`src/rtl/nios_with_onchip_sdram_cpu_dct_pack_ctrl_if.sv`:
```
// Bundle of trace-atom input, flush request and frame output signals
// for the data-trace atom packer. The master side produces atoms and
// consumes frames; the slave side is the packer itself.
interface nios_with_onchip_sdram_cpu_dct_pack_ctrl_if;
    logic        trc_on;
    logic        atom_valid;
    logic [1:0]  atom;
    logic        atom_ready;
    logic        flush_req;
    logic [29:0] dct_buffer;
    logic [3:0]  dct_count;
    logic        frame_valid;
    logic        frame_ready;
    logic [33:0] frame_data;
    logic        overflow;

    modport master (
        output trc_on,
        output atom_valid,
        output atom,
        output flush_req,
        output frame_ready,
        input  atom_ready,
        input  dct_buffer,
        input  dct_count,
        input  frame_valid,
        input  frame_data,
        input  overflow
    );

    modport slave (
        input  trc_on,
        input  atom_valid,
        input  atom,
        input  flush_req,
        input  frame_ready,
        output atom_ready,
        output dct_buffer,
        output dct_count,
        output frame_valid,
        output frame_data,
        output overflow
    );
endinterface

```
`src/rtl/nios_with_onchip_sdram_cpu_dct_pack_ctrl.sv`:
```
// Data-trace atom packer: collects up to 15 two-bit atoms into a 30-bit
// buffer and presents {count, buffer} as a frame when the buffer is full,
// on an explicit flush, when tracing is disabled, or after TIMEOUT idle
// cycles. Atoms offered while a frame is pending are dropped and flagged
// in a sticky overflow bit.
module nios_with_onchip_sdram_cpu_dct_pack_ctrl #(
    parameter int unsigned TIMEOUT = 64
) (
    input logic clk,
    input logic reset,
    nios_with_onchip_sdram_cpu_dct_pack_ctrl_if.slave bus
);

    typedef enum logic [1:0] {
        IDLE = 2'd0,
        FILL = 2'd1,
        EMIT = 2'd2
    } state_t;

    // Idle counter value at which a partial frame is forced out; hitting it
    // on the cycle's increment yields frame_valid exactly TIMEOUT cycles
    // after the last accept.
    localparam logic [7:0] IDLE_LIMIT = 8'(TIMEOUT - 1);

    state_t      state_q, state_d;
    logic [29:0] buf_q, buf_d;
    logic [3:0]  cnt_q, cnt_d;
    logic [7:0]  idle_q, idle_d;
    logic        ovf_q, ovf_d;

    logic        accept;
    logic [7:0]  idle_inc;
    logic [4:0]  slot_sh;
    logic [29:0] slot_val;

    // Ready is withheld during reset and while a frame waits downstream.
    assign bus.atom_ready = bus.trc_on & (state_q != EMIT) & ~reset;
    assign accept         = bus.atom_valid & bus.atom_ready;

    // New atom positioned in the next free slot; unused slots are always
    // zero, so OR-ing it in is equivalent to a slot write.
    assign slot_sh  = {cnt_q, 1'b0};
    assign slot_val = {28'd0, bus.atom} << slot_sh;
    assign idle_inc = idle_q + 8'd1;

    // Next-state, buffer and flag update logic.
    always_comb begin
        state_d = state_q;
        buf_d   = buf_q;
        cnt_d   = cnt_q;
        idle_d  = idle_q;
        ovf_d   = ovf_q;

        if (accept) begin
            buf_d = buf_q | slot_val;
            cnt_d = cnt_q + 4'd1;
        end

        unique case (state_q)
            IDLE: begin
                // flush_req is meaningless with nothing buffered.
                idle_d = '0;
                if (accept) begin
                    state_d = FILL;
                end
            end
            FILL: begin
                idle_d = accept ? 8'd0 : idle_inc;
                if (accept && (cnt_q == 4'd14)) begin
                    // This accept fills the 15th slot; there is no 16th.
                    state_d = EMIT;
                end else if (bus.flush_req || !bus.trc_on) begin
                    // A same-cycle accept is already folded into buf_d.
                    state_d = EMIT;
                end else if (!accept && (idle_inc == IDLE_LIMIT)) begin
                    state_d = EMIT;
                end
            end
            EMIT: begin
                idle_d = '0;
                if (bus.atom_valid && bus.trc_on) begin
                    ovf_d = 1'b1;
                end
                if (bus.frame_ready) begin
                    buf_d   = '0;
                    cnt_d   = '0;
                    state_d = IDLE;
                end
            end
            default: begin
                state_d = IDLE;
                buf_d   = '0;
                cnt_d   = '0;
                idle_d  = '0;
            end
        endcase
    end

    // State register; reset discards any pending frame and the sticky flag.
    always_ff @(posedge clk) begin
        if (reset) begin
            state_q <= IDLE;
            buf_q   <= '0;
            cnt_q   <= '0;
            idle_q  <= '0;
            ovf_q   <= 1'b0;
        end else begin
            state_q <= state_d;
            buf_q   <= buf_d;
            cnt_q   <= cnt_d;
            idle_q  <= idle_d;
            ovf_q   <= ovf_d;
        end
    end

    assign bus.frame_valid = (state_q == EMIT);
    assign bus.dct_buffer  = buf_q;
    assign bus.dct_count   = cnt_q;
    assign bus.frame_data  = {cnt_q, buf_q};
    assign bus.overflow    = ovf_q;

endmodule

```
`src/flat_wrapper.sv`:
```
// flat-port wrapper written by rule: the top's interface ports become plain ports
module nios_with_onchip_sdram_cpu_dct_pack_ctrl_flat 
#(
    parameter int unsigned TIMEOUT = 64
)
  (clk, reset, bus_trc_on, bus_atom_valid, bus_atom, bus_flush_req, bus_frame_ready, bus_atom_ready, bus_dct_buffer, bus_dct_count, bus_frame_valid, bus_frame_data, bus_overflow);
  nios_with_onchip_sdram_cpu_dct_pack_ctrl_if bus_i ();
  input logic clk;
  input logic reset;
  input wire logic [$bits(bus_i.trc_on)-1:0] bus_trc_on;
  input wire logic [$bits(bus_i.atom_valid)-1:0] bus_atom_valid;
  input wire logic [$bits(bus_i.atom)-1:0] bus_atom;
  input wire logic [$bits(bus_i.flush_req)-1:0] bus_flush_req;
  input wire logic [$bits(bus_i.frame_ready)-1:0] bus_frame_ready;
  output wire logic [$bits(bus_i.atom_ready)-1:0] bus_atom_ready;
  output wire logic [$bits(bus_i.dct_buffer)-1:0] bus_dct_buffer;
  output wire logic [$bits(bus_i.dct_count)-1:0] bus_dct_count;
  output wire logic [$bits(bus_i.frame_valid)-1:0] bus_frame_valid;
  output wire logic [$bits(bus_i.frame_data)-1:0] bus_frame_data;
  output wire logic [$bits(bus_i.overflow)-1:0] bus_overflow;
  assign bus_i.trc_on = bus_trc_on;
  assign bus_i.atom_valid = bus_atom_valid;
  assign bus_i.atom = bus_atom;
  assign bus_i.flush_req = bus_flush_req;
  assign bus_i.frame_ready = bus_frame_ready;
  assign bus_atom_ready = bus_i.atom_ready;
  assign bus_dct_buffer = bus_i.dct_buffer;
  assign bus_dct_count = bus_i.dct_count;
  assign bus_frame_valid = bus_i.frame_valid;
  assign bus_frame_data = bus_i.frame_data;
  assign bus_overflow = bus_i.overflow;
  nios_with_onchip_sdram_cpu_dct_pack_ctrl #(.TIMEOUT(TIMEOUT)) u_core (.clk(clk), .reset(reset), .bus(bus_i));
endmodule
```
`config.mk`:
```
export PLATFORM = sky130hd
export DESIGN_NAME = nios_with_onchip_sdram_cpu_dct_pack_ctrl_flat
export DESIGN_NICKNAME = d
export VERILOG_FILES = /design/src/rtl/nios_with_onchip_sdram_cpu_dct_pack_ctrl_if.sv /design/src/rtl/nios_with_onchip_sdram_cpu_dct_pack_ctrl.sv /design/src/flat_wrapper.sv
export SDC_FILE = /design/constraint.sdc
export NUM_CORES = 1
export LEC_CHECK = 0
export CORE_UTILIZATION = 60
export DETAILED_ROUTE_END_ITERATION = 16
export DONT_BUFFER_PORTS = 1
export GPL_TIMING_DRIVEN = 0
export PLACE_DENSITY = 0.76
export SLEW_MARGIN = 10
export SYNTH_ARGS = -nofsm -noshare
export SYNTH_HDL_FRONTEND = slang
export SYNTH_SLANG_ARGS = --single-unit
```
`constraint.sdc`:
```
create_clock -name clk -period 2.1 [get_ports clk]
set_clock_uncertainty 0.05 [all_clocks]
set_input_delay 0.42 -clock clk [delete_from_list [all_inputs] [get_ports clk]]
set_output_delay 0.42 -clock clk [all_outputs]
set_load 0.03 [all_outputs]
```
# [Word-level counts from Yosys, hierarchy flattened]
# Index checks and enable logic that the tools add are counted.
[word_totals] reg_bits=45 out_inout_bits=71 in_bits=8
[op_classes] eq_ne=8 n_addsub=2 n_reduce_logical=11 n_shift=1 n_mux=12 bitwise_logic=6
[ops] cell="$mux 30" n=2
[ops] cell="$pmux 30 s2" n=1
[ops] cell="$or 30x30->30" n=1
[ops] cell="$shl 2x5->30" n=1
[ops] cell="$mux 2" n=5
[ops] cell="$add 8x1->8 const B" n=1
[ops] cell="$eq 8x6->1 const B" n=1
[ops] cell="$mux 4" n=2
[ops] cell="$pmux 4 s2" n=1
[ops] cell="$pmux 2 s3" n=1
[ops] cell="$add 4x1->4 const B" n=1
[ops] cell="$eq 4x4->1 const B" n=1
[ops] cell="$ne 2x2->1 const B" n=2
[ops] cell="$ne 4x1->1 const B" n=1
[ops] cell="$and 1x1->1" n=3
[ops] cell="$logic_and 1x1->1" n=3
[ops] cell="$reduce_and 3->1" n=1
[ops] cell="$reduce_or 3->1" n=1
[ops] cell="$eq 2x1->1 const B" n=1
[ops] cell="$eq 2x2->1 const B" n=1
[ops] cell="$logic_not 1->1" n=2
[ops] cell="$logic_not 2->1" n=1
[ops] cell="$ne 2x1->1 const B" n=1
[ops] cell="$not 1->1" n=2
[ops] cell="other kinds (3)" n=3

# [Logic depth before layout (Yosys ltp)]
[logic_depth] word_depth=10 ltp_mapped=6 mapped_depth_nobuf=6

# [Least setup slack after synthesis]
# Ideal clock, no wire load.
[synth_path] path_type="input-to-output" from="input port reset" to="output port bus_atom_ready" arrival_time_ps=1303 setup_slack_ps=327 required_time_ps=1630 path_stages=2 cell_sequence="clkbuf_1 > nor3_1"
[synth_between] elab_chain_cells=2
[synth_rtl] item="start, declared" line="flat_wrapper.sv:9" source="input logic reset;"
[synth_rtl] item="$not 1->1" line="nios_with_onchip_sdram_cpu_dct_pack_ctrl.sv:37" source="assign bus.atom_ready = bus.trc_on & (state_q != EMIT) & ~reset;"
[synth_rtl] item="$and 1x1->1" line="nios_with_onchip_sdram_cpu_dct_pack_ctrl.sv:37"
[synth_rtl] item="end, declared" line="flat_wrapper.sv:15" source="output wire logic [$bits(bus_i.atom_ready)-1:0] bus_atom_ready;"
# No other way between the ends.

# [Final worst setup path]
[layout_path] from="register u_core.cnt_q[3], in the netlist u_core.bus.dct_count[3]" to="register u_core.buf_q[20], in the netlist u_core.bus.dct_buffer[20]"
[layout_between] elab_chain_cells=5
[layout_rtl] item="start, declared" line="nios_with_onchip_sdram_cpu_dct_pack_ctrl.sv:27" source="logic [3:0] cnt_q, cnt_d;"
[layout_rtl] item="start signal, assigned" line="nios_with_onchip_sdram_cpu_dct_pack_ctrl.sv:110" source="cnt_q <= cnt_d;"
[layout_rtl] item="$shl 2x5->30 *" line="nios_with_onchip_sdram_cpu_dct_pack_ctrl.sv:43" source="assign slot_val = {28'd0, bus.atom} << slot_sh;"
[layout_rtl] item="$or 30x30->30 *" line="nios_with_onchip_sdram_cpu_dct_pack_ctrl.sv:55" source="buf_d = buf_q | slot_val;"
[layout_rtl] item="$mux 30 *" line="nios_with_onchip_sdram_cpu_dct_pack_ctrl.sv:54" source="if (accept) begin"
[layout_rtl] item="$mux 30" line="nios_with_onchip_sdram_cpu_dct_pack_ctrl.sv:84" source="if (bus.frame_ready) begin"
[layout_rtl] item="$pmux 30 s2 *" line="nios_with_onchip_sdram_cpu_dct_pack_ctrl.sv:59" source="unique case (state_q)"
[layout_rtl] item="end signal, assigned" line="nios_with_onchip_sdram_cpu_dct_pack_ctrl.sv:109" source="buf_q <= buf_d;"
[layout_rtl] item="end, declared" line="nios_with_onchip_sdram_cpu_dct_pack_ctrl.sv:26" source="logic [29:0] buf_q, buf_d;"
# Mark *: on every way between the ends. The rest lies on a longest branch, timed or not.
# A chain may end at the register's enable or synchronous reset.

==> impl_metrics.json <==
{
  "post_synth_edffs": 0,
  "fillers": 262,
  "multiInputGateArea_um2": 771,
  "drtPass1Iterations": 4,
  "cp_data_arrival_time_ns": 2.16,
  "starting_utilization_of_the_core_area_pct": 63.8,
  "grt_remaining_overflow": 0,
  "io_pins": 79,
  "synth_area_leaders": "dfxtp_1 (46%), buf_4 (13%), nor2_1 (8.8%)",
  "clk_latency_ns": 0.36,
  "vias_per_cell": 5.31,
  "post-route-drc-count": 0,
  "hold_violations": 0,
  "share_of_power_burned_in_registers_pct": 64.0,
  "max-clock-path-buffers": 2,
  "drt-initial-drc-count": 67,
  "fmaxAchievable_ghz": 0.521,
  "p_sw_share_pct": 24.2,
  "hold_class": "in2reg",
  "status": "finished, final reports clean",
  "post-route-min-period_ns": 1.92,
  "final_cells": 278,
  "port-buffer-count": 0,
  "place_congestion": 0.772,
  "vdd.ir_drop.worst_mv": 0.497,
  "placed_cells_incl_taps": 271,
  "worst-slew-pin-transition_ns": 0.601,
  "vias_post_dr": 1475,
  "seqCellArea_um2": 902,
  "drtAntennaViolNets": 0,
  "post-synth-top-area-fraction_pct": 45.9,
  "clock-root-buffer": "clkbuf_4",
  "switchingPower_uw": 332,
  "worst_hold_path.num_cells": 2,
  "synth.yosys.warnings": 0,
  "synth_top_cells_by_count": "nor2_1 (46), dfxtp_1 (45), buf_4 (34), a21oi_1 (22), a31oi_1 (9)",
  "synth_sequential_area_ratio_pct": 45.9,
  "synth_flop_cell": "dfxtp_1",
  "tritoncts": "built",
  "grt_usage_pct": 23.9,
  "num_cts_buffers": 5,
  "layout.core_utilization_pct": 68.1,
  "total_core_area_mm2": 0.00308,
  "postCtsSetupBuffers": 0,
  "grt_pass1_vias": 1380,
  "htreeDepth": 2,
  "finalNetCount": 246,
  "power.density_cell_area_mw_per_mm2": 656,
  "yosys.cell_count.top_type": "nor2_1",
  "synth_nets": 239,
  "drv_cap": 0,
  "cts_num_sinks": 45,
  "first_pass_grt_wire_length_um": 6220,
  "cp_data_required_time_ns": 2.35,
  "min_period_over_period_pct": 91.3,
  "width_of_the_die_um": 59.2,
  "setup-violations-final": 0,
  "height_of_the_die_um": 59.2,
  "full_die_area_mm2": 0.00351,
  "timing.critical_path.from_type": "flop",
  "synth_unique_cells": 30,
  "timing.critical_path.fanout_max": 9,
  "detail_route.wl_per_cell_um": 13.8,
  "slew_headroom_pct": 59.9,
  "synthToLayoutAreaGrowth_pct": 6.69,
  "syn_area_mm2": 0.00196,
  "synth_top_cell_by_area": "dfxtp_1",
  "timing.reg2reg.worst_path_depth": 4,
  "worst_setup_hold_path_clk_slew_ns": 0.12,
  "share_of_flip_flops_with_an_asynchronous_set_or_reset_pct": 0,
  "drive_gt1_share_pct": 20.9,
  "placementRows": 20,
  "timing.critical_path.to_type": "flop",
  "grt_max_degree": 13,
  "p_int_mw": 1.04,
  "pwr-share-clk_pct": 30.2,
  "critical_path_class": "reg2reg",
  "grt_setup_unrepaired": "no",
  "n_antenna_cell": 0,
  "post-dp-hpwl_um": 2870,
  "postSynthCellCount": 227,
  "wl_final_um": 3850,
  "syn_area_per_cell_um2": 8.65,
  "number_of_antenna_violations_at_the_first_check_in_global_routing": 0,
  "ys_seq_elements": 45,
  "combPwrFrac_pct": 5.8,
  "drv_slew": 0,
  "cellLeakagePower_nw": 0.852
}
worst max-delay path, cell delays in order (launching register included):
cell     delay (ns)
dfxtp_1        0.73
nor4b_4        0.56
and2_1         0.31
a21oi_1        0.10
nor2_1         0.11
routing by layer:
layer | up-vias | GRT usage, % | routed length (um)
li1 | 733 | - | -
met1 | 676 | 30.3 | 1730
met2 | 59 | 36.9 | 1780
met3 | 7 | 8.95 | 286
met4 | 0 | 9.18 | 55
met5 | - | 0 | 0
cell type report:
| type | count | share of cell area [%] |
|---|---|---|
| inverter | 4 | 0.716 |
| buffer | 43 | 14.2 |
| tap | 44 | 2.63 |
| multi-input combinational | 135 | 36.8 |
| sequential | 45 | 43.0 |
| clock buffer | 7 | 2.63 |
stage by stage:
stage	setup WS, ns	hold WS (ns)	area (um2)	TNS [ns]	total power [mW]
after detailed placement	-0.0606	0.415	2020	-0.235	0.978
after global placement	-0.0482	0.408	2020	-0.185	0.975
after floorplan	0.327	0.391	1960	0	0.961
final	0.182	0.166	2100	0	1.38
after CTS	0.0724	0.158	2090	0	1.38
after global routing	0.0376	0.236	2100	0	1.43
logic make-up (layout without fill, tap and decap cells):
| logic type | count (synthesis) | after routing | synth area share (%) |
|---|---|---|---|
| AO/OA/AOI/OAI | 38 | 38 | 11.0 |
| XOR/XNOR | 10 | 10 | 4.46 |
| adder cells (fa/ha/maj) | 4 | 4 | 2.55 |
| buffers and inverters | 47 | 54 | 15.9 |
| flip-flops | 45 | 45 | 45.9 |
| AND/OR/NAND/NOR | 83 | 83 | 20.3 |
registers in the layout, summed over array words and instances (netlist names):
signal / flops
u_core.bus.dct_buffer: 30
u_core.bus.dct_count: 4
u_core.bus.overflow: 1
u_core.idle_q: 8
u_core.state_q: 2
power by group through the flow:
stage	registers, mW	clock network, mW	logic (mW)
finish	0.880	0.415	0.0804
global route	0.882	0.457	0.0887
CTS	0.880	0.420	0.0815
detailed placement	0.899	0	0.0794
global placement	0.898	0	0.0766
floorplan	0.896	0	0.0655
path summary, 6_finish.rpt:
path | startpoint | end | slack (ns)
worst max register to register | u_core.bus.dct_count[3] | u_core.bus.dct_buffer[20] | 0.18
worst min-delay path | bus_atom_valid | u_core.bus.overflow | 0.17
worst max-delay path | u_core.bus.dct_count[3] | u_core.bus.dct_buffer[20] | 0.18
worst min register to register | u_core.idle_q[0] | u_core.idle_q[0] | 0.44
what timing repair did:
| action | CTS | global route |
|---|---|---|
| hold buffers | 0 | 0 |
| endpoints found under the setup margin | 11 | 8 |
| resized for setup | 3 | 3 |
cells in the final DEF, fill, tap and decap left out, types with 2 or more instances in the layout:
cell type / netlist / final
o21ai_0: 3 / 3
ha_1: 4 / 4
nor3_1: 5 / 4
a31oi_1: 9 / 9
nand2_1: 8 / 8
buf_4: 34 / 34
and3_1: 2 / 2
dfxtp_1: 45 / 44
nor2b_1: 5 / 5
nand4_1: 2 / 2
a21oi_1: 22 / 22
nand3_1: 2 / 2
and2_1: 4 / 4
clkbuf_1: 8 / 8
xnor2_1: 2 / 2
nor3b_1: 3 / 2
nor2_1: 46 / 46
inv_1: 4 / 4
xor2_1: 8 / 8
clkbuf_4: 0 / 5
(Power assumes the default switching activity.)
==> edit 1 (same flow settings) <==
Take the reset off `buf_q` and load it in a clocked block of its own.
--- a/src/rtl/nios_with_onchip_sdram_cpu_dct_pack_ctrl.sv
+++ b/src/rtl/nios_with_onchip_sdram_cpu_dct_pack_ctrl.sv
@@ -102,3 +102,2 @@
             state_q <= IDLE;
-            buf_q   <= '0;
             cnt_q   <= '0;
@@ -108,3 +107,2 @@
             state_q <= state_d;
-            buf_q   <= buf_d;
             cnt_q   <= cnt_d;
@@ -113,2 +111,6 @@
         end
+    end
+
+    always_ff @(posedge clk) begin
+        buf_q <= buf_d;
     end
Function: differs if reset is asserted again (counterexample within 4 cycles, from zero or initial values and one cycle with reset high); with reset held inactive, the same outputs for 10 cycles.
==> edit 1 against the unedited design <==
Final area up 4.2%; setup slack worse by 53 ps; via count up 6.5%; synthesized area up 3.3%; sequential cell count unchanged; utilization up 1.7 points; wire length up 7.8%; critical endpoint is now bus_atom_ready; largest cell class unchanged; highest routed layer unchanged.
Power is not compared: it rests on default switching activity, and its combinational part moved more than twofold at a synthesized area within 25%.
==> edit 1: results (changes against the unedited design) <==
crit path to: bus_atom_ready
Cell variety after synth: 38 (+27%)
HP Start: bus_atom_valid
Max Root-Sink Buffers: 2 (unchanged)
M1 GR Usage: 28.3% (-2.0 points)
Reg2Reg Depth: 5 (+1)
Worst R2R End: u_core.state_q[0]
routing usage on met3: 8.44% (-0.51 points)
DRT iter0 DRCs: 134 (+100%)
met1 wire length: 1.75 mm (+1.3%)
final std cells w/o fill: 280 (+0.72%)
post-CTS sizing: 2 (-1)
syn nets: 241 (+0.84%)
GRT Total Usage: 24.0% (+0.11 points)
Post-synth top cells: dfxtp_1, nor2_1, buf_4, a21oi_1, a31oi_1
per-cell routed wire length: 14.8 um (+7.1%)
setup ws final: 130 ps (-52.6 ps)
worst hold stages: 2 (unchanged)
wire length on met2: 2.07 mm (+16%)
hold worst-path end: u_core.bus.overflow
top-area cell type share of the netlist area: 44.4% (-1.5 points)
static leakage: 0.939 nW
vias in the first global route: 1445 (+4.7%)
Hold Worst Slack: 174 ps (+8.68 ps)
origin of the worst setup path: u_core.state_q[0]
CP max FO: 8 (-1)
post-synthesis sequential area ratio: 44.4% (-1.5 points)
Post-DP HPWL: 3.02 mm (+5.3%)
Worst-Margin Slew: 568 ps (-33.1 ps)
final net count: 248 (+0.81%)
port bufs: 0 (unchanged)
RePlAce Congestion: 0.777 (+0.64%)
Syn Inst Count: 229 (+0.88%)
placed cell area: 0.00208 mm2 (+3.2%)
vias per inst: 5.61 (+5.7%)
clock latency on the worst-skew pair: 350 ps
placed cell count: 273 (+0.74%)
first-pass GRT wire length: 6.38 mm (+2.6%)
outcome: finished clean
pre-CTS setup slack: 25.0 ps (+85.6 ps)
largest net degree at the start of global routing: 14 (+1)
share of layout cells above drive strength 1: 23.3% (+2.4 points)
grt met2 use: 39.4% (+2.5 points)
largest cells by area after synthesis: dfxtp_1, buf_4, nor2_1
top routing layer in use: met4
met3 WL: 305 um (+6.6%)
root buffer cell: clkbuf_4
-- edit 1: cell families after synthesis --
| family | share of synthesized area [%] |
|---|---|
| simple gates | 21.8 |
| buf+inv | 15.4 |
| flops | 44.4 |
| compound gates | 11.7 |
| xor+xnor | 4.32 |
| fa+ha+maj | 2.47 |
-- edit 1: cell type report --
cell class,instances,area (um2)
multi-input cells,138,842
fillers,240,945
well taps,44,55.1
inverters,2,7.51
clock inverters,2,35.0
flip-flops and latches,45,902
plain buffers,44,304
clock buffers,5,37.5
-- edit 1: critical path: stages, from the launching register on --
cell	delay (ps)
dfxtp_1	430
nor2b_1	80
buf_6	170
nor3b_2	470
-- edit 1: power breakdown --
group	switching, W	internal, W	total (W)	leakage, nW
sequential	0.0000870	0.000884	0.000971	0.365
clock	0.000265	0.000243	0.000508	0.0410
combinational	0.000124	0.0000636	0.000187	0.533
==> edit 2 (same settings) <==
Made on the original files. `TIMEOUT` is set to 64 in 2 places; all go to 48.
--- a/src/rtl/nios_with_onchip_sdram_cpu_dct_pack_ctrl.sv
+++ b/src/rtl/nios_with_onchip_sdram_cpu_dct_pack_ctrl.sv
@@ -6,3 +6,3 @@
 module nios_with_onchip_sdram_cpu_dct_pack_ctrl #(
-    parameter int unsigned TIMEOUT = 64
+    parameter int unsigned TIMEOUT = 48
 ) (
--- a/src/flat_wrapper.sv
+++ b/src/flat_wrapper.sv
@@ -3,3 +3,3 @@
 #(
-    parameter int unsigned TIMEOUT = 64
+    parameter int unsigned TIMEOUT = 48
 )
Function: same outputs for any inputs over 10 cycles, from zero or initial values and one cycle with reset high; that may be too few to reach the edited logic, so the function may still have changed.
==> edit 2 against the unedited design <==
Final area down 0.36%; setup slack better by 89 ps; critical path depth up 1; largest power group unchanged; wire length up 2.5%; worst hold slack worse by 98 ps; clock power down 1%; sequential power up 1%; global-route usage down 0.97 points; sequential cell count unchanged; power up 2.5%; die area up 0.61%; synthesized area up 0.64%.
==> edit 2: results (changes against the unedited design) <==
outcome: finished clean
worst vdd ir: 0.470 mV (-5.3%)
Post-synth top cells: nor2_1, dfxtp_1, buf_4, a21oi_1, nand2_1
DRT iter0 DRCs: 88 (+31%)
critical path arrival: 2080 ps (-80 ps)
xor and xnor area share after synthesis: 4.43% (-0.028 points)
Filler cells: 281 (+7.3%)
vias per inst: 5.29 (-0.37%)
share of layout cells above drive strength 1: 18.8% (-2.1 points)
syn nets: 243 (+1.7%)
grt met2 use: 38.7% (+1.8 points)
CP max FO: 8 (-1)
pre-CTS setup slack: 257 ps (+318 ps)
Post-DP HPWL: 2.98 mm (+3.9%)
post-synthesis sequential area ratio: 45.6% (-0.29 points)
M1 GR Usage: 26.4% (-3.9 points)
Synth Area in Adders: 2.53% (-0.016 points)
GRT Total Usage: 23.0% (-0.97 points)
first-pass GRT wire length: 5.97 mm (-4.0%)
RePlAce Congestion: 0.728 (-5.6%)
Worst-Margin Slew: 570 ps (-30.7 ps)
Synth Area in Compound Gates: 11.4% (+0.44 points)
largest cells by area after synthesis: dfxtp_1, buf_4, nor2_1
Cell variety after synth: 31 (+3.3%)
largest net degree at the start of global routing: 15 (+2)
per-cell routed wire length: 13.9 um (+0.74%)
edit 2: changes by cell type after synthesis, moves of 2 or more:
cell	unedited run	this run
xnor2_1	2	5
and2_1	4	2
xor2_1	8	5
nor3b_1	3	1
nand3_1	2	6
a21oi_1	22	32
nor2_1	46	49
a31oi_1	9	1
edit 2: area by class of cell:
type	instances	area share (%)
Buffer	42	14.0
Sequential cell	45	43.1
Tap cell	44	2.64
Clock buffer	6	1.98
Inverter	4	0.719
Clock inverter	2	0.719
Multi-Input combinational cell	140	36.8
edit 2: final timing paths:
check / depth (start not counted) / from / slack (ps) / endpoint
hold reg to reg: 1 / u_core.idle_q[0] / 430 / u_core.idle_q[0]
setup / recovery: 5 / u_core.bus.dct_count[0] / 270 / u_core.bus.dct_buffer[2]
setup reg to reg: 5 / u_core.bus.dct_count[0] / 270 / u_core.bus.dct_buffer[2]
hold / removal: 1 / reset / 70 / u_core.bus.overflow
edit 2: metal layers:
layer  part of all wire (%)  vias up
met3                    6.7        0
met2                     52       49
met1                     41      708
met4                      0        0
li1                       -      739
met5                      0        -
edit 2: cells by family after synthesis:
group | Yosys count
DFF | 45
buffers and inverters | 46
AOI/OAI and AO/OA | 41
xor gates and xnor gates | 10
and+or+nand+nor | 85
adders and majority gates | 4
edit 2: through the flow:
step           hold WS [ps]  instance area [um2]  total power, W  instances
2_1_floorplan           391                 1980        0.000997        231
4_1_cts                55.8                 2090         0.00142        283
6_report               67.4                 2090         0.00141        283
3_3_place_gp            409                 2030         0.00101        275
5_1_grt                46.6                 2090         0.00146        283
3_5_place_dp            410                 2030         0.00102        275
edit 2: critical path: stages, from the launching register on:
cell,delay [ps]
dfxtp_1,580
clkbuf_1,340
nand4_1,260
nor2_1,320
a21oi_1,110
nor2_1,110
edit 2: report_power, final:
part           leakage [nW]  internal [W]  switching (W)
Clock                0.0245      0.000131       0.000280
Combinational         0.464     0.0000332      0.0000744
Sequential            0.363      0.000865      0.0000271
